### config.mk
export PLATFORM = sky130hd
export DESIGN_NAME = simd_sat_addsub_pipe
export DESIGN_NICKNAME = d
export VERILOG_FILES = /design/src/rtl/simd_sat_addsub_pipe.sv
export SDC_FILE = /design/constraint.sdc
export NUM_CORES = 1
export LEC_CHECK = 0
export ABC_AREA = 1
export CAP_MARGIN = 40
export CORE_MARGIN = 2
export CORE_UTILIZATION = 46
export DETAILED_ROUTE_END_ITERATION = 8
export GPL_ROUTABILITY_DRIVEN = 0
export PLACE_DENSITY = 0.75
export SLEW_MARGIN = 20
export SYNTH_ARGS = -nofsm -noshare
export SYNTH_HDL_FRONTEND = slang
export SYNTH_SLANG_ARGS = --single-unit
### constraint.sdc
create_clock -name clk -period 2.1 [get_ports clk]
set_clock_uncertainty 0.15 [all_clocks]
set_input_delay 0.42 -clock clk [delete_from_list [all_inputs] [get_ports clk]]
set_output_delay 0.42 -clock clk [all_outputs]
set_load 0.01 [all_outputs]
### src/rtl/simd_sat_addsub_pipe.sv
// Two-stage lane-parallel signed add/sub with saturate or wrap modes.
// Ports: clk, rst_n (async low); in_valid/in_ready carry a, b, op
// into S1; out_valid/out_ready carry result and lane_ovf out of S2;
// ovf_sticky accumulates lane_ovf on delivery; ovf_clr clears it.
module simd_sat_addsub_pipe #(
    parameter int LANE_W = 4,
    parameter int LANES  = 4
) (
    input  logic                     clk,
    input  logic                     rst_n,
    input  logic                     in_valid,
    output logic                     in_ready,
    input  logic [LANE_W*LANES-1:0]  a,
    input  logic [LANE_W*LANES-1:0]  b,
    input  logic [1:0]               op,
    output logic                     out_valid,
    input  logic                     out_ready,
    output logic [LANE_W*LANES-1:0]  result,
    output logic [LANES-1:0]         lane_ovf,
    output logic [LANES-1:0]         ovf_sticky,
    input  logic                     ovf_clr
);

    localparam int W   = LANE_W * LANES;
    localparam int MSB = LANE_W - 1;

    logic         s1_valid_q, s1_valid_d;
    logic [W-1:0] a_q, a_d;
    logic [W-1:0] b_q, b_d;
    logic [1:0]   op_q, op_d;

    logic             s2_valid_q, s2_valid_d;
    logic [W-1:0]     result_q, result_d;
    logic [LANES-1:0] ovf_q, ovf_d;
    logic [LANES-1:0] sticky_q, sticky_d;

    logic             s2_adv;
    logic             s1_adv;
    logic             out_hs;
    logic [W-1:0]     lane_res;
    logic [LANES-1:0] lane_ov;

    assign s2_adv = ~s2_valid_q | out_ready;
    assign s1_adv = ~s1_valid_q | s2_adv;
    assign out_hs = s2_valid_q & out_ready;

    // op_q[0] selects subtract, op_q[1] selects wrap instead of saturate.
    for (genvar k = 0; k < LANES; k++) begin : g_lane
        logic [LANE_W-1:0] la;
        logic [LANE_W-1:0] lb;
        logic [LANE_W-1:0] bx;
        logic [LANE_W-1:0] raw;
        logic [LANE_W-1:0] sat;
        logic              same_sign;
        logic              flip;
        logic              ov;

        assign la  = a_q[k*LANE_W +: LANE_W];
        assign lb  = b_q[k*LANE_W +: LANE_W];
        assign bx  = op_q[0] ? ~lb : lb;
        assign raw = la + bx + {{(LANE_W-1){1'b0}}, op_q[0]};

        assign same_sign = (la[MSB] == lb[MSB]);
        assign flip      = (raw[MSB] != la[MSB]);
        assign ov        = (op_q[0] ? ~same_sign : same_sign) & flip;

        // Clamp toward the sign of A: max positive or min negative.
        assign sat = la[MSB] ? {1'b1, {(LANE_W-1){1'b0}}}
                             : {1'b0, {(LANE_W-1){1'b1}}};

        assign lane_res[k*LANE_W +: LANE_W] = (ov & ~op_q[1]) ? sat : raw;
        assign lane_ov[k] = ov;
    end

    always_comb begin
        s1_valid_d = s1_valid_q;
        a_d        = a_q;
        b_d        = b_q;
        op_d       = op_q;
        s2_valid_d = s2_valid_q;
        result_d   = result_q;
        ovf_d      = ovf_q;
        sticky_d   = sticky_q;

        if (s1_adv) begin
            s1_valid_d = in_valid;
            if (in_valid) begin
                a_d  = a;
                b_d  = b;
                op_d = op;
            end
        end

        if (s2_adv) begin
            s2_valid_d = s1_valid_q;
            if (s1_valid_q) begin
                result_d = lane_res;
                ovf_d    = lane_ov;
            end
        end

        // A delivery in the same cycle as a clear survives the clear.
        if (ovf_clr) begin
            sticky_d = out_hs ? ovf_q : '0;
        end else if (out_hs) begin
            sticky_d = sticky_q | ovf_q;
        end
    end

    always_ff @(posedge clk or negedge rst_n) begin
        if (!rst_n) begin
            s1_valid_q <= 1'b0;
            a_q        <= '0;
            b_q        <= '0;
            op_q       <= '0;
            s2_valid_q <= 1'b0;
            result_q   <= '0;
            ovf_q      <= '0;
            sticky_q   <= '0;
        end else begin
            s1_valid_q <= s1_valid_d;
            a_q        <= a_d;
            b_q        <= b_d;
            op_q       <= op_d;
            s2_valid_q <= s2_valid_d;
            result_q   <= result_d;
            ovf_q      <= ovf_d;
            sticky_q   <= sticky_d;
        end
    end

    assign in_ready   = s1_adv;
    assign out_valid  = s2_valid_q;
    assign result     = result_q;
    assign lane_ovf   = ovf_q;
    assign ovf_sticky = sticky_q;

endmodule

==> flow_metrics.py, run 1 <==
metrics = {
    "worst_setup_path": {
        "required_ns": 2.24,
        "setup.reg_to_reg.worst_slack_ns": 0.03,
        "setup.worst_path.class": "reg2reg",
        "crit_path_start_kind": "register",
        "worst_ep_arrival_time_ns": 2.20,
        "critical_path.slowest_cell": "sky130_fd_sc_hd__dfrtp_1",
        "critical_path.max_stage_delay_ns": 0.42,
        "crit_path_max_fanout": 8,
        "most_used_cell_cp": "sky130_fd_sc_hd__nand2_2",
        "critical_path.endpoint_type": "register",
        "crit_path_cell_trace": "buf_12, xor2_1, ha_1, nand2_1, inv_1, nand2_2, nand2_2, nand2_2, nand4_1, nand2_1, nand2_2, nand2_1",
    },
    "route": {
        "ratio_of_routed_vias_to_standard_cells": 4.94,
        "vias": 2375,
        "drt_pass1_iterations": 8,
        "drcViolationCount": 6,
        "detail_route.iter0.violations": 58,
        "wirelength_mm": 6.23,
        "detail-route-antenna-nets": 0,
        "wl_per_cell_microns": 12.9,
    },
    "timing": {
        "worst_slew_margin_rel": 0.775,
        "timing.fmax_ghz": 0.483,
        "final.min_clock_period_ns": 2.07,
        "setup_repair_after_global_routing_missed_its_margin": "true",
        "setup-violations-final": 0,
        "worstMarginPinSlew_ns": 0.335,
        "fin_crit_sh": 0.985,
        "timing_hold_violations_final": 0,
        "final-max-slew-violation-count": 0,
    },
    "min_path": {
        "min-delay-path-class": "reg2reg",
    },
    "die": {
        "core.rowCount": 29,
        "design.core.area_sq_um": 6420,
        "floorplan.initialDensity": 0.479,
        "io_pins": 65,
        "fp.dieW_microns": 85.8,
        "die_h_microns": 85.8,
        "design.die.area_sq_um": 7360,
    },
    "layout": {
        "area_added_between_synthesis_and_finish_pct": 35.7,
        "fin_cells": 481,
        "drive_above_1_share": 0.228,
        "finalNetCount": 451,
        "finish.instance_area_sq_um": 4180,
        "antenna-diode-count": 0,
        "multi_input_area_sq_um": 1480,
        "num-fill-cells": 528,
        "ff_latch_area_sq_um": 1500,
    },
    "synth": {
        "area_share_of_the_largest_cell_type_after_synthesis": 0.488,
        "synth_top_cell_by_area": "sky130_fd_sc_hd__dfrtp_1",
        "postSynthNetCount": 366,
        "synth.top_cells.by_area": "sky130_fd_sc_hd__dfrtp_1, sky130_fd_sc_hd__nand2_1, sky130_fd_sc_hd__mux2_2, sky130_fd_sc_hd__xor2_1, sky130_fd_sc_hd__a21oi_1",
        "synth_cell_types": 25,
        "synth_flop_cell": "sky130_fd_sc_hd__dfrtp_1",
        "syn-mean-instance-area_sq_um": 9.78,
        "yosysMostFrequentCell": "sky130_fd_sc_hd__nand2_1",
        "synth_area_sq_um": 3080,
        "synth_warnings": 0,
        "synth.top_cells.by_count": "sky130_fd_sc_hd__nand2_1, sky130_fd_sc_hd__dfrtp_1, sky130_fd_sc_hd__a21oi_1, sky130_fd_sc_hd__inv_1, sky130_fd_sc_hd__mux2_2",
        "synth_enable_flop_cells": 0,
        "synthesized_flop_and_latch_total": 60,
        "seq_area_frac_synth": 0.488,
        "post_synth_inst_count": 315,
        "ys_async_sr_fraction": 1.00,
    },
    "cts": {
        "clk_root_buffer_cell": "sky130_fd_sc_hd__clkbuf_8",
        "cts_buffer_depth": 2,
        "numCtsBuffers": 9,
        "cts.sink_count": 60,
        "cts_htree_levels": 3,
        "cts_tree": "done",
        "clkTransAtPathRegs_ns": 0.06,
        "worstSkewPairLatency_ns": 0.34,
    },
    "grt": {
        "antenna_found_initial": 0,
        "maximum_number_of_pins_on_one_net_before_global_route_repair": 61,
        "first_global_vias": 2395,
        "grt_first_pass_wirelength_mm": 10.5,
        "grt.total_usage": 0.186,
        "globalRoute.totalOverflow": 0,
    },
    "outcome": {
        "failing_checks": "DRC",
        "outcome": "finished with violations",
    },
    "placement": {
        "io_buffers": 64,
        "post-place-cells": 459,
        "dp_hpwl_mm": 4.51,
        "post_detailed_placement_cell_area_sq_um": 3890,
    },
    "power": {
        "peakVddDrop_mv": 0.465,
        "cellPowerDensity_nw_per_um2": 1110,
        "leakage_nw": 1.96,
    },
    "run": {
        "cap_violations": 0,
    },
}
-- critical path: cells and delay by family, from the launching register on --
| kind | cells | cell delay (ns) |
|---|---|---|
| buffers and inverters | 2 | 0.21 |
| AND/OR/NAND/NOR | 8 | 0.72 |
| adder cells (fa/ha/maj) | 1 | 0.35 |
| flip-flops | 1 | 0.42 |
| XOR/XNOR | 1 | 0.16 |
-- metal layers --
metal	vias to the layer above	track usage	share of wire
met4	0	0.105	0.023
met5	-	0	0
met2	46	0.315	0.51
met1	1124	0.220	0.43
li1	1194	-	-
met3	11	0.0366	0.035
-- flip-flops by register name (all words and copies together) (netlist names) --
name        flops
result         16
op_q            2
lane_ovf        4
out_valid       1
b_q            16
s1_valid_q      1
ovf_sticky      4
a_q            16
-- cells in the final DEF, fill, tap and decap left out, drive strengths merged --
master	n
xnor2	2
o22ai	4
mux2	24
clkdlybuf4s50	62
or2	1
nand3	12
nand4	7
nand3b	2
dfrtp	60
ha	8
dlygate4sd3	1
buf	18
nor2	22
fa	4
clkinv	3
nand2	81
o21ai	6
a21oi	26
dlygate4sd2	1
clkbuf	13
inv	27
xor2	20
-- final timing paths --
kind	start	to	depth (start not counted)
max reg2reg	op_q[0]	result[3]	12
min in group asynchronous	rst_n	a_q[0]	3
max	op_q[0]	result[3]	12
max in group asynchronous	rst_n	a_q[9]	3
min	result[3]	result[3]	2
min reg2reg	result[3]	result[3]	2
-- stage by stage --
stage	util	power, mW	setup TNS (ns)	setup WS, ns	hold WS, ns
detailed placement	0.605	3.62	-0.0315	-0.0315	0.304
CTS	0.633	4.54	0	0.0141	0.335
finish	0.651	4.63	0	0.0312	0.338
global route	0.651	4.99	-0.641	-0.111	0.365
floorplan	-	2.81	0	0.108	-0.0256
global placement	0.605	3.55	-0.00642	-0.00642	0.296
-- layout make-up --
class	instances	area share
multi-input cells	219	0.354
clock inverters	2	0.00240
repair buffers	82	0.198
clock buffers	13	0.0380
inverters	28	0.0257
flip-flops and latches	60	0.359
well taps	77	0.0231
-- report_power, final --
part	switching [mW]	internal [mW]	leakage, nW
Sequential	0.206	1.47	0.701
Combinational	0.993	1.04	1.17
Clock	0.434	0.483	0.0893
Total	1.63	3.00	1.96
-- kinds of logic (layout without fill, tap and decap cells) --
logic type / Yosys count / in the layout / synth area share
AOI/OAI and AO/OA: 36 / 36 / 0.0674
buffers and inverters: 36 / 125 / 0.0536
DFF: 60 / 60 / 0.488
xor gates and xnor gates: 22 / 22 / 0.0626
muxes: 24 / 24 / 0.0878
adders and majority gates: 12 / 12 / 0.0585
and+or+nand+nor: 125 / 125 / 0.182
-- timing repair --
action                                 CTS  global route
setup buffers                            0             6
pin swaps                                0             9
setup endpoints to repair                1            17
hold buffers                             1             0
resized for setup                        1            18
endpoints found under the hold margin   60             0
No activity file was read; power rests on OpenSTA's default activity.
==> inputs of run 2 (changes only) <==
--- a/config.mk
+++ b/config.mk
@@ -8,10 +8,10 @@
 export ABC_AREA = 1
 export CAP_MARGIN = 40
 export CORE_MARGIN = 2
-export CORE_UTILIZATION = 46
+export CORE_UTILIZATION = 55
 export DETAILED_ROUTE_END_ITERATION = 8
 export GPL_ROUTABILITY_DRIVEN = 0
-export PLACE_DENSITY = 0.75
+export PLACE_DENSITY = 0.85
 export SLEW_MARGIN = 20
 export SYNTH_ARGS = -nofsm -noshare
 export SYNTH_HDL_FRONTEND = slang
==> constraint.sdc (replaced) <==
create_clock -name clk -period 2.45 [get_ports clk]
set_clock_uncertainty 0.15 [all_clocks]
set_input_delay 0.49 -clock clk [delete_from_list [all_inputs] [get_ports clk]]
set_output_delay 0.49 -clock clk [all_outputs]
set_load 0.01 [all_outputs]
==> run 2 against run 1 <==
  * Global-route usage rose by 3.5 points
  * Sequential share of layout area rose by 1.3 points
  * Die area fell by 16%
  * Register-to-register slack improved by 0.27 ns
  * First-iteration DRC count rose to 2.9 times the previous value
  * Total power fell by 15%
  * Sequential cell count did not move
  * The flow now finishes without violations
  * Combinational power fell by 21%
  * Highest routed layer unchanged
  * Largest power group unchanged
  * Sequential power fell by 15%
==> flow_metrics.py, run 2 (synthesis gave the netlist of run 1 again) <==
metrics = {
    "worst_setup_path": {
        "worst_ep_arrival_time_ns": 1.66,
        "critical_path.endpoint_type": "output pin",
        "setup.reg_to_reg.worst_slack_ns": 0.30,
        "critical_path.reg2reg.startpoint": "op_q[0]",
        "crit_path_cell_trace": "clkdlybuf4s50_1, inv_1, nand3_2, clkdlybuf4s50_1",
        "timing.critical_path.from": "out_ready",
        "required_ns": 1.81,
        "critical_path.slowest_cell": "sky130_fd_sc_hd__clkdlybuf4s50_1",
        "crit-reg2reg-capture": "result[3]",
        "critical_path.max_stage_delay_ns": 0.54,
        "most_used_cell_cp": "sky130_fd_sc_hd__clkdlybuf4s50_1",
        "reg2regPathDepth": 12,
        "setup.worst_path.class": "in2out",
        "crit_path_start_kind": "primary input",
        "crit_path_max_fanout": 3,
    },
    "power": {
        "leakage_nw": 1.90,
        "switching_share": 0.345,
        "pwr-share-comb": 0.411,
        "power_frac_clock": 0.227,
        "total_switching_power_mw": 1.36,
        "cellPowerDensity_nw_per_um2": 980,
        "p_int_mw": 2.59,
        "peakVddDrop_mv": 0.482,
        "sequentialPowerShare": 0.362,
    },
    "layout": {
        "num-fill-cells": 420,
        "drive_above_1_share": 0.170,
        "finalNetCount": 441,
        "layout.cells.most_common": "sky130_fd_sc_hd__nand2_1",
        "antenna-diode-count": 0,
        "area_added_between_synthesis_and_finish_pct": 31.1,
        "layout_common_cells": "sky130_fd_sc_hd__nand2_1, sky130_fd_sc_hd__clkdlybuf4s50_1, sky130_fd_sc_hd__dfrtp_1",
    },
    "timing": {
        "fin_setup_tns_ns": 0,
        "timing.fmax_ghz": 0.434,
        "setup_repair_after_global_routing_missed_its_margin": "false",
        "worst_slew_margin_rel": 0.711,
        "hold_ws_ns": 0.336,
        "worstMarginPinSlew_ns": 0.433,
        "fin_crit_sh": 0.940,
        "final.min_clock_period_ns": 2.30,
        "setup-violations-final": 0,
        "final_ws_setup_ns": 0.148,
        "timing_hold_violations_final": 0,
        "final-max-slew-violation-count": 0,
    },
    "placement": {
        "dp_worst_setup_slack_ns": 0.154,
        "io_buffers": 64,
        "dp_hpwl_mm": 4.46,
    },
    "cts": {
        "cts_tree": "done",
        "ctsHoldBuffers": 1,
        "clkTransAtPathRegs_ns": 0.07,
        "clk_root_buffer_cell": "sky130_fd_sc_hd__clkbuf_8",
        "cts_buffer_depth": 2,
        "number_of_buffers_inserted_to_repair_setup_after_cts": 0,
        "numCtsBuffers": 9,
        "cts_htree_levels": 3,
        "cts.sink_count": 60,
        "worstSkewPairLatency_ns": 0.34,
        "postCtsResizedCells": 0,
    },
    "grt": {
        "antenna_found_initial": 0,
        "first_global_vias": 2365,
        "grt_first_pass_wirelength_mm": 10.5,
        "maximum_number_of_pins_on_one_net_before_global_route_repair": 46,
        "globalRoute.totalOverflow": 0,
        "grt.total_usage": 0.221,
    },
    "route": {
        "vias": 2373,
        "detail_route.iter0.violations": 166,
        "drt_pass1_iterations": 4,
        "wirelength_mm": 6.24,
        "drcViolationCount": 0,
        "ratio_of_routed_vias_to_standard_cells": 5.08,
        "detail-route-antenna-nets": 0,
        "wl_per_cell_microns": 13.4,
    },
    "min_path": {
        "min-delay-path-class": "reg2reg",
        "hold_path_end": "result[7]",
        "hold_path_depth": 2,
        "hp-start": "result[7]",
    },
    "die": {
        "floorplan.initialDensity": 0.563,
        "design.core.area_sq_um": 5470,
        "io_pins": 65,
        "fp.dieW_microns": 78.8,
        "core.rowCount": 27,
        "die_h_microns": 78.8,
        "design.die.area_sq_um": 6210,
    },
    "outcome": {
        "outcome": "finished, final reports clean",
    },
    "run": {
        "cap_violations": 0,
    },
}
## run 2: cell count changes in the layout (fill, tap and decap cells not counted), sizes merged
| cell | before | now |
|---|---|---|
| bufinv | 0 | 1 |
| buf | 18 | 8 |
| clkinvlp | 0 | 1 |
| clkdlybuf4s50 | 62 | 63 |
| clkbuf | 13 | 12 |
| dlygate4sd2 | 1 | 0 |
## run 2: how the worst max path moves through the flow
stage,end,slack (ns),cells past startpoint
after global routing,in_ready,0.1,4
after CTS,in_ready,0.15,4
after detailed placement,in_ready,0.15,4
after floorplan,result[4],0.46,10
after global placement,in_ready,0.18,4
final,in_ready,0.15,4
## run 2: final cells by class
class | instances | area [sq um] | area share
tap | 72 | 90.1 | 0.0223
clock inverter | 4 | 47.5 | 0.0118
timing repair buffer | 72 | 723 | 0.179
inverter | 28 | 108 | 0.0267
multi-input combinational | 219 | 1410 | 0.350
clock buffer | 12 | 155 | 0.0384
sequential | 60 | 1500 | 0.372
## run 2: routing by layer
layer,track usage,share of wire,vias to the layer above
met2,0.376,0.51,58
li1,-,-,1182
met1,0.270,0.42,1121
met5,0,0,-
met4,0.109,0.023,0
met3,0.0443,0.040,12
## run 2: power groups by stage
stage / combinational, mW / sequential, mW / clock [mW]
floorplan: 0.892 / 1.52 / 0
finish: 1.62 / 1.43 / 0.898
global route: 1.81 / 1.47 / 0.959
detailed placement: 1.61 / 1.45 / 0
global placement: 1.56 / 1.44 / 0
CTS: 1.64 / 1.44 / 0.910
## run 2: metrics by stage
step	utilization	power, mW	instances	cell area (sq um)
after floorplan	-	2.41	315	3080
after global placement	0.699	3.00	450	3820
after detailed placement	0.699	3.06	450	3820
after CTS	0.738	3.98	467	4040
after global routing	0.738	4.24	467	4040
final	0.738	3.96	467	4040
## run 2: critical path: cells and delay by family
kind                   cells  cell delay (ns)
and+or+nand+nor            1             0.09
buffers and inverters      3             1.08
